--- src/rtl/lane_deserializer_pkg.sv ---
// lane_deserializer_pkg: shared lane geometry defaults and FSM state encoding.
package lane_deserializer_pkg;
  localparam int D_W = 64;
  localparam int D_CW = 7;
  localparam int D_LANES = 25;
  localparam int D_LW = 5;
  typedef enum logic [1:0] {SHIFT, HOLD, PARITY} state_t;
endpackage

--- src/rtl/lane_deserializer_if.sv ---
// lane_deserializer_if: serial input and parallel lane output bundle.
interface lane_deserializer_if import lane_deserializer_pkg::*; #(
  parameter int W = D_W,
  parameter int LW = D_LW
) ();
  logic sin, sin_valid, sin_ready;
  logic [W-1:0] dout;
  logic dout_valid, dout_ready;
  logic [LW-1:0] lane_idx;
  logic block_done, par_err;
  modport master (
    input sin, sin_valid, dout_ready,
    output sin_ready, dout, dout_valid, lane_idx, block_done, par_err
  );
  modport slave (
    output sin, sin_valid, dout_ready,
    input sin_ready, dout, dout_valid, lane_idx, block_done, par_err
  );
endinterface

--- src/rtl/lane_deserializer_lane_bit_counter.sv ---
// lane_bit_counter: N-bit up-counter with sync clear and enable, wrapping to 0 after TERM.
module lane_bit_counter #(
  parameter int N = 7,
  parameter int TERM = 63
) (
  input logic clk,
  input logic rst,
  input logic clr,
  input logic en,
  output logic [N-1:0] cnt,
  output logic term
);
  assign term = cnt == N'(TERM);
  always_ff @(posedge clk or negedge rst)
    if (!rst) cnt <= '0;
    else if (clr) cnt <= '0;
    else if (en) cnt <= term ? '0 : cnt + N'(1);
endmodule

--- src/rtl/lane_deserializer.sv ---
// lane_deserializer: bit-serial to W-bit lane reassembly with block counting; LANE_PARITY_CHECK_EN adds per-lane even parity.
module lane_deserializer import lane_deserializer_pkg::*; #(
  parameter int W = D_W,
  parameter int CW = D_CW,
  parameter int LANES = D_LANES,
  parameter int LW = D_LW
) (
  input logic clk,
  input logic rst,
  input logic clr,
  lane_deserializer_if.master bus
);
  state_t st, nxt;
  logic [W-1:0] sr, dout, shifted, word;
  logic [CW-1:0] bcnt;
  logic [LW-1:0] lcnt, lane_idx;
  logic sin_ready, dout_valid, block_done, bterm, lterm, last;
  logic acc, free, xfer, done_w, load, shift_en;
  assign acc = bus.sin_valid & sin_ready;
  assign free = !dout_valid | bus.dout_ready;
  assign xfer = dout_valid & bus.dout_ready;
  assign shift_en = acc & (st == SHIFT);
  assign shifted = {bus.sin, sr[W-1:1]};
`ifdef LANE_PARITY_CHECK_EN
  logic px, par_err;
  assign done_w = acc & (st == PARITY);
  assign word = sr;
`else
  assign done_w = shift_en & bterm;
  assign word = (st == SHIFT) ? shifted : sr;
`endif
  assign load = (done_w & free) | ((st == HOLD) & bus.dout_ready);
  always_comb begin
    nxt = st;
    if (st == HOLD) nxt = bus.dout_ready ? SHIFT : HOLD;
    else if (done_w) nxt = free ? SHIFT : HOLD;
`ifdef LANE_PARITY_CHECK_EN
    else if (shift_en & bterm) nxt = PARITY;
`endif
  end
  lane_bit_counter #(.N(CW), .TERM(W-1)) u_bits (
    .clk(clk), .rst(rst), .clr(clr), .en(shift_en), .cnt(bcnt), .term(bterm)
  );
  lane_bit_counter #(.N(LW), .TERM(LANES-1)) u_lanes (
    .clk(clk), .rst(rst), .clr(clr), .en(load), .cnt(lcnt), .term(lterm)
  );
  // last remembers whether the word on dout closes a block, so block_done follows its transfer
  always_ff @(posedge clk or negedge rst)
    if (!rst) begin
      st <= SHIFT;
      sr <= '0;
      dout <= '0;
      dout_valid <= 1'b0;
      sin_ready <= 1'b0;
      lane_idx <= '0;
      last <= 1'b0;
      block_done <= 1'b0;
    end else if (clr) begin
      st <= SHIFT;
      dout_valid <= 1'b0;
      sin_ready <= 1'b1;
      block_done <= 1'b0;
    end else begin
      st <= nxt;
      sin_ready <= nxt != HOLD;
      if (shift_en) sr <= shifted;
      if (load) begin
        dout <= word;
        lane_idx <= lcnt;
        last <= lterm;
      end
      dout_valid <= load | (dout_valid & !bus.dout_ready);
      block_done <= xfer & last;
    end
`ifdef LANE_PARITY_CHECK_EN
  always_ff @(posedge clk or negedge rst)
    if (!rst) begin
      px <= 1'b0;
      par_err <= 1'b0;
    end else if (clr) begin
      px <= 1'b0;
      par_err <= 1'b0;
    end else begin
      px <= done_w ? 1'b0 : shift_en ? px ^ bus.sin : px;
      if (done_w) par_err <= par_err | (px ^ bus.sin);
    end
  assign bus.par_err = par_err;
`else
  assign bus.par_err = 1'b0;
`endif
  assign bus.sin_ready = sin_ready;
  assign bus.dout = dout;
  assign bus.dout_valid = dout_valid;
  assign bus.lane_idx = lane_idx;
  assign bus.block_done = block_done;
endmodule

--- src/flat_wrapper.sv ---
// flat-port wrapper written by rule: the top's interface ports become plain ports
module lane_deserializer_flat import lane_deserializer_pkg::*;
#(
  parameter int W = D_W,
  parameter int CW = D_CW,
  parameter int LANES = D_LANES,
  parameter int LW = D_LW
)
  (clk, rst, clr, bus_sin, bus_sin_valid, bus_dout_ready, bus_sin_ready, bus_dout, bus_dout_valid, bus_lane_idx, bus_block_done, bus_par_err);
  lane_deserializer_if #(.W(W), .LW(LW)) bus_i ();
  input logic clk;
  input logic rst;
  input logic clr;
  input wire logic [$bits(bus_i.sin)-1:0] bus_sin;
  input wire logic [$bits(bus_i.sin_valid)-1:0] bus_sin_valid;
  input wire logic [$bits(bus_i.dout_ready)-1:0] bus_dout_ready;
  output wire logic [$bits(bus_i.sin_ready)-1:0] bus_sin_ready;
  output wire logic [$bits(bus_i.dout)-1:0] bus_dout;
  output wire logic [$bits(bus_i.dout_valid)-1:0] bus_dout_valid;
  output wire logic [$bits(bus_i.lane_idx)-1:0] bus_lane_idx;
  output wire logic [$bits(bus_i.block_done)-1:0] bus_block_done;
  output wire logic [$bits(bus_i.par_err)-1:0] bus_par_err;
  assign bus_i.sin = bus_sin;
  assign bus_i.sin_valid = bus_sin_valid;
  assign bus_i.dout_ready = bus_dout_ready;
  assign bus_sin_ready = bus_i.sin_ready;
  assign bus_dout = bus_i.dout;
  assign bus_dout_valid = bus_i.dout_valid;
  assign bus_lane_idx = bus_i.lane_idx;
  assign bus_block_done = bus_i.block_done;
  assign bus_par_err = bus_i.par_err;
  lane_deserializer #(.W(W), .CW(CW), .LANES(LANES), .LW(LW)) u_core (.clk(clk), .rst(rst), .clr(clr), .bus(bus_i));
endmodule
--- config.mk ---
export PLATFORM = sky130hd
export DESIGN_NAME = lane_deserializer_flat
export DESIGN_NICKNAME = d
export VERILOG_FILES = /design/src/rtl/lane_deserializer_pkg.sv /design/src/rtl/lane_deserializer_if.sv /design/src/rtl/lane_deserializer_lane_bit_counter.sv /design/src/rtl/lane_deserializer.sv /design/src/flat_wrapper.sv
export SDC_FILE = /design/constraint.sdc
export NUM_CORES = 1
export LEC_CHECK = 0
export CAP_MARGIN = 10
export CORE_MARGIN = 3
export CORE_UTILIZATION = 46
export CTS_CLUSTER_SIZE = 8
export DETAILED_ROUTE_END_ITERATION = 16
export GPL_TIMING_DRIVEN = 0
export PLACE_DENSITY = 0.63
export SLEW_MARGIN = 20
export SYNTH_ARGS = -nofsm -noshare
export SYNTH_HDL_FRONTEND = slang
export SYNTH_SLANG_ARGS = --single-unit
--- constraint.sdc ---
create_clock -name clk -period 3 [get_ports clk]
set_clock_uncertainty 0.15 [all_clocks]
set_input_delay 0.6 -clock clk [delete_from_list [all_inputs] [get_ports clk]]
set_output_delay 0.6 -clock clk [all_outputs]
set_load 0.01 [all_outputs]
==> qor.txt <==
Final setup vio count - 0
Number of diodes - 0
Crit. End Element - flop
GRT overflow - 0
Area growth from synthesis to layout - 23.9%
Mapped Cells - 443
1st-pass router iterations - 4
Initial antenna violation count - 0
Clock root buffer - clkbuf_16
Status - finished clean
Syn_nets - 452
Peak VDD IR - 0.000418 V
Worst Hold Slack - 0.355 ns
R2R setup slack - 0.35 ns
Clk pin slew, worst setup/hold paths - 0.06 ns
Die Height - 129 um
DRC viols - 0
Final ANT Viol Nets - 0
Final hold viol count - 0
Most frequent cells in the layout - dfrtp_1, mux2_2, clkdlybuf4s50_1
Top-level port count - 79
Final HPWL DP - 7.93 mm
Critical Path Start Type - flop
Max-slew headroom - 0.374
Synth Register Bits - 151
Final Cycle Share - 0.885
Worst-margin pin slew - 0.935 ns
Core ar. - 0.0146 mm2
Yosys warns - 0
Synth Flop Type - dfrtp_1
CP Class - reg2reg
Share of layout cells above drive strength 1 - 0.417
Clk sink count - 151
Post-synth EDFFs - 0
Port bufs - 77
Vias in the first global route - 4,097
Tot Pwr - 0.00476 W
Most common cell after layout, fill and taps aside - dfrtp_1
Leak pwr - 4.07 nW
Initial drt markers - 141
H-tree lvl count - 4
Die Width - 129 um
Via/cell ratio - 5.18
GPL Wtd Cong - 0.785
Hold Path Class - reg2reg
Min cycle time layout - 2.65 ns
Die ar. - 0.0166 mm2
CTS Buf Count - 17
Routed vias - 3,824
CP arrival - 2.80 ns
Routed WL - 12.3 mm
Post-synth cell types - 43
Post-synthesis sequential area ratio - 0.543
CTS tree - done
Avg WL per Cell - 16.6 um
Fraction of registers with async set/reset - 1.00
Gr usage total - 0.159
First-pass GRT wire length - 20.9 mm
Worst-Skew Late Latency - 0.42 ns
RSZ-0062 raised after global routing - no
Mapped Area - 0.00696 mm2
Initial Utilization - 0.475
Clk buf depth - 2
Nets - 550
Max Cap Viol - 0
Max Transition Viols Final - 0
# resized after CTS - 0
Worst EP required - 3.14 ns
Crit path max fanout - 10
Power Dens Cells - 552 mW/mm2
Largest net degree at the start of global routing - 90
Fmax - 0.377 GHz
Syn Area/Cell - 15.7 um2
Row cnt - 44
report_power, final:
group / leakage, nW / internal, W / total, W / switching (W)
clock: 0.295 / 0.00141 / 0.00223 / 0.000823
combinational: 1.70 / 0.000173 / 0.000296 / 0.000124
sequential: 2.08 / 0.00214 / 0.00223 / 0.0000945
total: 4.07 / 0.00372 / 0.00476 / 0.00104
cells by family after synthesis:
group | count (synthesis) | share of synthesized area
mux | 200 | 0.361
flops | 151 | 0.543
simple gates | 36 | 0.0331
buf+inv | 30 | 0.0358
compound gates | 20 | 0.0190
fa+ha+maj | 3 | 0.00539
xor+xnor | 2 | 0.00252
other cells | 1 | 0.000539
worst paths after layout:
check / cells after the start / start / end
min in group asynchronous: 2 / rst / u_core.bus.dout[40]$_DFFE_PN0P_
hold / removal: 1 / u_core.bus.dout[57]$_DFFE_PN0P_ / u_core.bus.dout[57]$_DFFE_PN0P_
setup / recovery: 4 / u_core.st[0]$_DFF_PN0_ / u_core.bus.dout[1]$_DFFE_PN0P_
max in group asynchronous: 3 / rst / u_core.bus.dout[5]$_DFFE_PN0P_
setup reg to reg: 4 / u_core.st[0]$_DFF_PN0_ / u_core.bus.dout[1]$_DFFE_PN0P_
hold reg to reg: 1 / u_core.bus.dout[57]$_DFFE_PN0P_ / u_core.bus.dout[57]$_DFFE_PN0P_
registers in the layout, summed over array words and instances, names as in the netlist:
name / count
u_core.bus.dout: 64
u_core.sr: 64
u_core.u_bits.cnt: 7
u_core.bus.lane_idx: 5
u_core.u_lanes.cnt: 5
u_core.st: 2
u_core.bus.block_done: 1
u_core.bus.dout_valid: 1
u_core.bus.sin_ready: 1
u_core.last: 1
Yosys cell counts, drive strengths merged, types with 2 or more instances:
master	n	area share
a21oi	5	0.0036
inv	5	0.0027
nor2	8	0.0047
nand2b	2	0.0018
nand2	2	0.0011
o211ai	2	0.0022
o311ai	2	0.0025
mux2	199	0.36
o31ai	2	0.0022
nand3	6	0.0043
dfrtp	151	0.54
o21ai	5	0.0036
nor3	4	0.0029
and3b	2	0.0025
ha	3	0.0054
buf	17	0.029
clkbuf	8	0.0043
nor2b	2	0.0018
and4b	2	0.0029
layout make-up:
type,count,area (um2)
buffer,25,230
tap,184,230
clock inverter,13,179
multi-input combinational,262,2940
timing repair buffer,79,813
clock buffer,19,443
fill,1163,6020
sequential,151,3780
inverter,5,18.8
stage by stage:
step / TNS [ns] / worst slack, ns / utilization / instance area (um2) / instances
after floorplan: 0 / 0.837 / - / 6960 / 443
after global placement: -729.40 / -4.84 / 0.544 / 7960 / 704
after detailed placement: 0 / 0.123 / 0.546 / 8000 / 705
after CTS: 0 / 0.280 / 0.589 / 8630 / 738
after global routing: 0 / 0.171 / 0.589 / 8630 / 738
final: 0 / 0.346 / 0.589 / 8630 / 738
critical path, stage by stage, from the launching register on:
cell      delay [ns]
dfrtp_1         0.45
nor2_1          0.75
clkbuf_1        0.53
mux2_2          0.41
mux2_4          0.25
repair_timing:
item,CTS,global route
endpoints found under the hold margin,62,0
buffers inserted,0,0
hold buffers,1,0
per-layer routing:
metal | up-vias | share of wire | track usage
met5 | - | 0 | 0
met4 | 0 | 0.0082 | 0.0432
met3 | 9 | 0.043 | 0.0544
met2 | 82 | 0.47 | 0.247
met1 | 1935 | 0.48 | 0.214
li1 | 1798 | - | -
No activity file was read; power rests on OpenSTA's default activity.
